**config.mk**
```make
export PLATFORM = sky130hd
export DESIGN_NAME = fetch_stage
export DESIGN_NICKNAME = d
export VERILOG_FILES = /design/src/rtl/fetch_stage.sv
export SDC_FILE = /design/constraint.sdc
export NUM_CORES = 1
export LEC_CHECK = 0
export CORE_MARGIN = 1.5
export CORE_UTILIZATION = 30
export CTS_BUF_LIST = sky130_fd_sc_hd__clkbuf_8
export CTS_CLUSTER_SIZE = 28
export DETAILED_ROUTE_END_ITERATION = 10
export GPL_ROUTABILITY_DRIVEN = 1
export SYNTH_ARGS = -nofsm -noshare
export SYNTH_HDL_FRONTEND = slang
export SYNTH_SLANG_ARGS = --single-unit
```
**constraint.sdc**
```tcl
create_clock -name clk -period 4.4 [get_ports clk]
set_clock_uncertainty 0.05 [all_clocks]
set_input_delay 1.1 -clock clk [delete_from_list [all_inputs] [get_ports clk]]
set_output_delay 1.1 -clock clk [all_outputs]
set_load 0.01 [all_outputs]
```
**src/rtl/fetch_stage.sv**
```systemverilog
// fetch_stage: PC, single-outstanding imem handshake, one-entry response buffer and IF/ID register
module fetch_stage #(
    parameter logic [31:0] RESET_PC  = 32'h0000_0000,
    parameter logic [31:0] NOP_INSTR = 32'h0000_0013
) (
    input  logic        clk,
    input  logic        rst_n,
    input  logic        PCWrite,
    input  logic        stall_IF_ID,
    input  logic        flush_IF_ID,
    input  logic        branch_taken_ID,
    input  logic [31:0] branch_target_ID,
    output logic        imem_req,
    output logic [31:0] imem_addr,
    input  logic        imem_rvalid,
    input  logic [31:0] imem_rdata,
    output logic [31:0] pc_IF_ID,
    output logic [31:0] instr_IF_ID,
    output logic        valid_IF_ID
);
    typedef enum logic [1:0] {BOOT, ISSUE, WAIT, BUFFERED} state_t;

    state_t      state, state_nx;
    logic [31:0] pc, pc_nx, held, held_nx, word, target;
    logic        kill, kill_nx, redirect, accept, deliver;

    assign redirect  = branch_taken_ID & PCWrite;
    assign accept    = ~stall_IF_ID & ~flush_IF_ID & ~redirect;
    assign target    = {branch_target_ID[31:2], 2'b00};
    assign word      = (state == BUFFERED) ? held : imem_rdata;
    assign imem_req  = (state == ISSUE);
    assign imem_addr = pc;

    // Next state, PC, kill flag and buffer; a request killed by a redirect still owes one response that must be swallowed
    always_comb begin
        state_nx = state;
        pc_nx    = pc;
        kill_nx  = kill;
        held_nx  = held;
        deliver  = 1'b0;
        case (state)
            BOOT: state_nx = ISSUE;
            ISSUE: begin
                state_nx = WAIT;
                if (redirect) begin
                    pc_nx   = target;
                    kill_nx = 1'b1;
                end
            end
            WAIT: begin
                if (!imem_rvalid) begin
                    if (redirect) begin
                        pc_nx   = target;
                        kill_nx = 1'b1;
                    end
                end else if (kill) begin
                    kill_nx  = 1'b0;
                    state_nx = ISSUE;
                    if (redirect) pc_nx = target;
                end else if (redirect) begin
                    pc_nx    = target;
                    state_nx = ISSUE;
                end else if (accept && PCWrite) begin
                    deliver  = 1'b1;
                    pc_nx    = pc + 32'd4;
                    state_nx = ISSUE;
                end else begin
                    held_nx  = imem_rdata;
                    state_nx = BUFFERED;
                end
            end
            BUFFERED: begin
                if (redirect) begin
                    pc_nx    = target;
                    state_nx = ISSUE;
                end else if (accept && PCWrite) begin
                    deliver  = 1'b1;
                    pc_nx    = pc + 32'd4;
                    state_nx = ISSUE;
                end
            end
            default: state_nx = BOOT;
        endcase
    end

    // Fetch-side state registers
    always_ff @(posedge clk or negedge rst_n) begin
        if (!rst_n) begin
            state <= BOOT;
            pc    <= RESET_PC;
            kill  <= 1'b0;
            held  <= '0;
        end else begin
            state <= state_nx;
            pc    <= pc_nx;
            kill  <= kill_nx;
            held  <= held_nx;
        end
    end

    // IF/ID register: stall holds, delivery loads, anything else leaves a bubble with the old PC
    always_ff @(posedge clk or negedge rst_n) begin
        if (!rst_n) begin
            pc_IF_ID    <= '0;
            instr_IF_ID <= NOP_INSTR;
            valid_IF_ID <= 1'b0;
        end else if (!stall_IF_ID) begin
            if (deliver) begin
                pc_IF_ID    <= pc;
                instr_IF_ID <= word;
                valid_IF_ID <= 1'b1;
            end else begin
                instr_IF_ID <= NOP_INSTR;
                valid_IF_ID <= 1'b0;
            end
        end
    end
endmodule
```
==> flow_summary.json, run 1 <==
{
  "status": "complete, no violations",
  "achievable-frequency_ghz": 0.317,
  "hp-class": "reg -> reg",
  "ctsHoldBuffers": 0,
  "worstPathArrival_ps": 3460,
  "die_h_um": 147,
  "pwr_density_cell_mw_per_mm2": 543,
  "synth_flop_cell": "dfrtp_1",
  "synth.largest_area_cell": "dfrtp_1",
  "worstPathRequired_ps": 4710,
  "cts_resized": 0,
  "synth_top_area_share": 0.518,
  "ys_warn_count": 0,
  "timing.final.hold_violations": 0,
  "io_pins": 169,
  "gr-total-overflow": 0,
  "synth_top_family_by_area": "simple AND/OR/NAND/NOR gates",
  "synthMuxAreaShare": 0.116,
  "cts_setup_buffers": 0,
  "synthTopCellsByArea": "dfrtp_1, nand2_1, mux2i_1, mux2_2, o21ai_0",
  "initial_core_util": 0.307,
  "synth-seq-cells": 132,
  "area_growth_pct": 37.5,
  "worst_slew_pin_slew_ps": 878,
  "cp-end-kind": "flop",
  "synthArstFlopShare": 1.00,
  "yosys-top-cells-count": "nand2_1, dfrtp_1, o21ai_0",
  "grt_use_total": 0.179,
  "netlist_instances": 621,
  "cts_root_buf": "clkbuf_8",
  "clkSinkCount": 132,
  "layout.nets": 858,
  "netlist_area_mm2": 0.00623,
  "dpl.cell_count": 1032,
  "finalWirelength_mm": 18.9,
  "num_vias": 5349,
  "netSwitchingFraction": 0.360,
  "rows": 52,
  "synth_xor_xnor_area_share": 0,
  "p_int_w": 0.00298,
  "synth_cell_types": 56,
  "drt_first_pass_iters": 7,
  "port_buffers": 166,
  "p_sw_w": 0.00167,
  "peakVddDrop_uv": 218,
  "finalSetupTns_ps": 0,
  "coreArea_mm2": 0.0203,
  "finalNonFillerCells": 1063,
  "p_comb_frac": 0.367,
  "grt_pass1_wl_mm": 30.1,
  "route.detailed.drc": 0,
  "cp_top_family": "simple AND/OR/NAND/NOR gates",
  "antenna_found_initial": 0,
  "avgViaCountPerCell": 5.03,
  "synth-edff-count": 0,
  "die_width_um": 147,
  "hpwl_mm": 12.8,
  "clock_path_buffers": 2,
  "ant_nets": 0,
  "p_leak_nw": 3.72,
  "fin_crit_sh": 0.716,
  "rsz0062_at_grt": "false",
  "maxSlewViolCount": 0,
  "slowest_delay_ps": 610,
  "timing.critical_path.cells": "clkdlybuf4s50_1 -> or4b_4 -> nor3_1 -> a31o_2 -> a21oi_1 -> a311oi_1",
  "die-area_mm2": 0.0217,
  "numCtsBuffers": 17,
  "tritoncts": "done",
  "relSlewSlack": 0.415,
  "gp_congestion": 0.826,
  "h-tree-depth": 4,
  "synth-seq-area-share": 0.531,
  "syn_nets": 698,
  "maxCapViolations": 0,
  "crit_path_max_fanout": 9,
  "grt_max_degree": 88,
  "p_seq_frac": 0.423,
  "clk_pin_slew_ps": 80,
  "critPathSlowestCell": "or4b_4",
  "synth_compound_area_frac": 0.133,
  "synthSimpleGateAreaFrac": 0.177,
  "path_class": "in -> reg",
  "synthAdderAreaFrac": 0.0120,
  "synth.avg_cell_area_um2": 10.0,
  "critPathLaunchType": "input port",
  "antenna_cells": 0,
  "clock_latency_ps": 450,
  "crit_buf_inv": 1,
  "post_drt_wl_per_cell_um": 17.7,
  "clkPwrFrac": 0.210,
  "drive_above_1_share": 0.112,
  "drt_iter0_drc": 277,
  "grt_pass1_vias": 5285,
  "finalCriticalPeriod_ps": 3150,
  "setup_violations": 0,
  "synth.most_common_cell": "nand2_1"
}
final timing paths:
check	start	cells past startpoint	endpoint	slack (ps)
max	PCWrite	6	imem_addr[13]	1250
min in group asynchronous	rst_n	1	pc_IF_ID[11]	630
min reg2reg	pc_IF_ID[29]	2	pc_IF_ID[29]	420
max in group asynchronous	rst_n	2	instr_IF_ID[4]	2870
min	pc_IF_ID[29]	2	pc_IF_ID[29]	420
max reg2reg	state[0]	8	imem_addr[26]	1820
power groups by stage:
stage / Sequential (W) / Clock [W] / Combinational [W]
4_1_cts: 0.00197 / 0.00102 / 0.00173
3_3_place_gp: 0.00199 / 0 / 0.00170
3_5_place_dp: 0.00200 / 0 / 0.00172
2_1_floorplan: 0.00199 / 0 / 0.000831
5_1_grt: 0.00204 / 0.00105 / 0.00187
6_report: 0.00197 / 0.000977 / 0.00171
through the flow:
step                cell area, µm²  worst slack, ps   util  power, W  hold WS, ps
CTS                           8570             1270  0.422   0.00472          430
global route                  8570             1150  0.422   0.00496          452
global placement              8200              799  0.404   0.00369          410
finish                        8570             1250  0.422   0.00465          421
floorplan                     6230             1420      -   0.00282          430
detailed placement            8200              781  0.404   0.00372          414
flip-flops by register name (all words and copies together), names as in the netlist:
| signal | cells |
|---|---|
| valid_IF_ID | 1 |
| state | 2 |
| imem_addr | 32 |
| held | 32 |
| pc_IF_ID | 32 |
| instr_IF_ID | 32 |
| kill | 1 |
placed cells by master (no fill, tap or decap), types with 2 or more instances in the layout:
master	instances
o22a_1	2
a22oi_1	3
o221a_2	2
dfrtp_1	129
a41oi_1	6
clkinvlp_4	2
a31oi_1	7
nor2_1	26
a21oi_1	27
a21o_1	2
o21ai_0	42
mux2_2	32
o22ai_1	8
a2bb2oi_1	2
clkinv_4	2
and2_1	6
nand2b_1	2
nand3_1	10
nand4_1	8
clkdlybuf4s50_1	165
o211ai_1	2
a211oi_1	7
nor3_1	7
dfstp_2	3
clkinv_2	3
clkbuf_8	20
mux2i_1	36
buf_12	2
a31o_2	2
buf_4	12
o32a_1	2
inv_1	11
and4_1	3
ha_1	5
and3_1	15
a311oi_1	7
nor2b_1	3
nand2_1	142
nor4_1	4
metal layers:
| layer | up-vias | wire length [µm] | global-route usage |
|---|---|---|---|
| li1 | 2524 | - | - |
| met1 | 2582 | 8290 | 0.240 |
| met2 | 215 | 8240 | 0.263 |
| met3 | 28 | 2030 | 0.0758 |
| met4 | 0 | 301 | 0.0540 |
| met5 | - | 0 | 0 |
cell type report:
| class | instances | area [µm²] |
|---|---|---|
| clock buffers | 20 | 275 |
| flip-flops and latches | 132 | 3310 |
| well taps | 270 | 338 |
| fillers | 2023 | 11700 |
| clock inverters | 11 | 88.8 |
| repair buffers | 180 | 1790 |
| multi-input cells | 442 | 2740 |
| inverters | 8 | 30.0 |
cells by family (layout without fill, tap and decap cells):
logic type	Yosys count	count (layout)
muxes	68	68
AOI/OAI and AO/OA	130	130
DFF	132	132
buffers and inverters	47	219
and+or+nand+nor	238	238
adders and majority gates	6	6
worst min-delay path: stages (launching register included):
cell and delay [ps]:
dfrtp_1 340, nand2_1 50, nand2_1 50
No activity file was read; power rests on OpenSTA's default activity.
==> inputs of run 2 (changes only) <==
==> constraint.sdc (replaced) <==
create_clock -name clk -period 3.3 [get_ports clk]
set_clock_uncertainty 0.05 [all_clocks]
set_input_delay 0.825 -clock clk [delete_from_list [all_inputs] [get_ports clk]]
set_output_delay 0.825 -clock clk [all_outputs]
set_load 0.01 [all_outputs]
==> flow_summary.json, run 2 (synthesis gave the netlist of run 1 again) <==
{
  "finalCriticalPeriod_ps": 2660,
  "die-area_mm2": 0.0217,
  "p_leak_nw": 3.86,
  "pwr_density_cell_mw_per_mm2": 733,
  "hp-class": "in -> async",
  "p_sw_w": 0.00232,
  "coreArea_mm2": 0.0203,
  "cts_resized": 0,
  "die_h_um": 147,
  "initial_core_util": 0.307,
  "die_width_um": 147,
  "maxCapViolations": 0,
  "achievable-frequency_ghz": 0.375,
  "final_util": 0.435,
  "r2r-start": "imem_addr[5]",
  "layout_commonest_cell": "clkdlybuf4s50_1",
  "grt_pass1_wl_mm": 30.5,
  "cts_root_buf": "clkbuf_8",
  "path_class": "in -> reg",
  "io_pins": 169,
  "crit_path_max_fanout": 6,
  "port_buffers": 166,
  "worstPathRequired_ps": 3620,
  "nFillCells": 1989,
  "slowest_delay_ps": 600,
  "drt_iter0_drc": 308,
  "cp-startpoint": "stall_IF_ID",
  "critPathSlowestCell": "or4b_4",
  "crit_path_frequent_cell": "a311oi_1",
  "clock_latency_ps": 470,
  "layout_common_cells": "clkdlybuf4s50_1, nand2_1, dfrtp_1",
  "cp-end-kind": "flop",
  "antenna_cells": 0,
  "antenna_found_initial": 0,
  "fin_crit_sh": 0.807,
  "finalPower_w": 0.00647,
  "clock_path_buffers": 2,
  "peakVddDrop_uv": 433,
  "rows": 52,
  "status": "complete, no violations",
  "drt_first_pass_iters": 4,
  "numCtsBuffers": 17,
  "clk_pin_slew_ps": 90,
  "drive_above_1_share": 0.145,
  "rsz0062_at_grt": "false",
  "timing.final.hold_violations": 0,
  "worstPathArrival_ps": 2980,
  "netSwitchingFraction": 0.358,
  "p_int_w": 0.00415,
  "route.detailed.drc": 0,
  "setup_violations": 0,
  "clkPwrFrac": 0.225,
  "num_vias": 5462,
  "cts_setup_buffers": 0,
  "finalWirelength_mm": 19.2,
  "gp_congestion": 0.874,
  "grt_max_degree": 73,
  "post_drt_wl_per_cell_um": 17.6,
  "layout.nets": 885,
  "area_growth_pct": 41.7,
  "hpwl_mm": 13.5,
  "maxSlewViolCount": 0,
  "ant_nets": 0,
  "tritoncts": "done",
  "clkSinkCount": 132,
  "relSlewSlack": 0.472,
  "ctsHoldBuffers": 0,
  "critPathLaunchType": "input port",
  "grt_pass1_vias": 5460,
  "gr-total-overflow": 0,
  "avgViaCountPerCell": 5.01,
  "worst_slew_pin_slew_ps": 785,
  "timing.critical_path.cells": "clkdlybuf4s50_1 -> or4b_4 -> nor3_4 -> buf_4 -> and2_0 -> a311oi_1 -> a311oi_1",
  "grt_use_total": 0.182,
  "finalSetupTns_ps": 0,
  "p_seq_frac": 0.402,
  "h-tree-depth": 4,
  "p_comb_frac": 0.373
}
-- run 2: worst max-delay path, delay by kind of cell --
| kind | cells | cell delay [ps] |
|---|---|---|
| AOI/OAI and AO/OA | 2 | 390 |
| buffers and inverters | 2 | 630 |
| and+or+nand+nor | 3 | 1130 |
-- run 2: layer usage --
layer  up-vias  GRT usage  share of wire
met1      2652      0.239           0.44
li1       2576          -              -
met4         0     0.0550          0.012
met2       216      0.268           0.45
met3        18     0.0804           0.10
met5         -          0              0
-- run 2: worst paths after layout --
path	endpoint	slack (ps)	depth (start not counted)
max reg2reg	imem_addr[23]	870	5
max in group asynchronous	pc_IF_ID[19]	2160	2
min reg2reg	pc_IF_ID[1]	420	2
min in group clk	pc_IF_ID[1]	420	2
min	pc_IF_ID[13]	300	1
max	imem_addr[23]	640	7
-- run 2: area by class of cell --
cell class	count	area (µm²)	share of cell area
Sequential cell	132	3310	0.374
Multi-Input combinational cell	442	2740	0.310
Timing Repair Buffer	207	2010	0.227
Tap cell	270	338	0.0382
Clock buffer	17	234	0.0265
Clock inverter	15	181	0.0205
Inverter	8	30.0	0.00340
-- run 2: power by group through the flow --
stage	registers (W)	clock network (W)	logic, W
after detailed placement	0.00264	0	0.00241
after global routing	0.00268	0.00156	0.00262
after global placement	0.00262	0	0.00239
final	0.00260	0.00146	0.00241
after CTS	0.00261	0.00150	0.00243
after floorplan	0.00265	0	0.00111
-- run 2: metrics by stage --
stage | instance area (µm²) | setup slack [ps] | hold WS, ps | instances
2_1_floorplan | 6230 | 598 | 430 | 621
3_5_place_dp | 8420 | 203 | 413 | 1059
6_report | 8830 | 637 | 297 | 1091
3_3_place_gp | 8420 | 188 | 409 | 1059
4_1_cts | 8830 | 597 | 336 | 1091
5_1_grt | 8830 | 533 | 354 | 1091
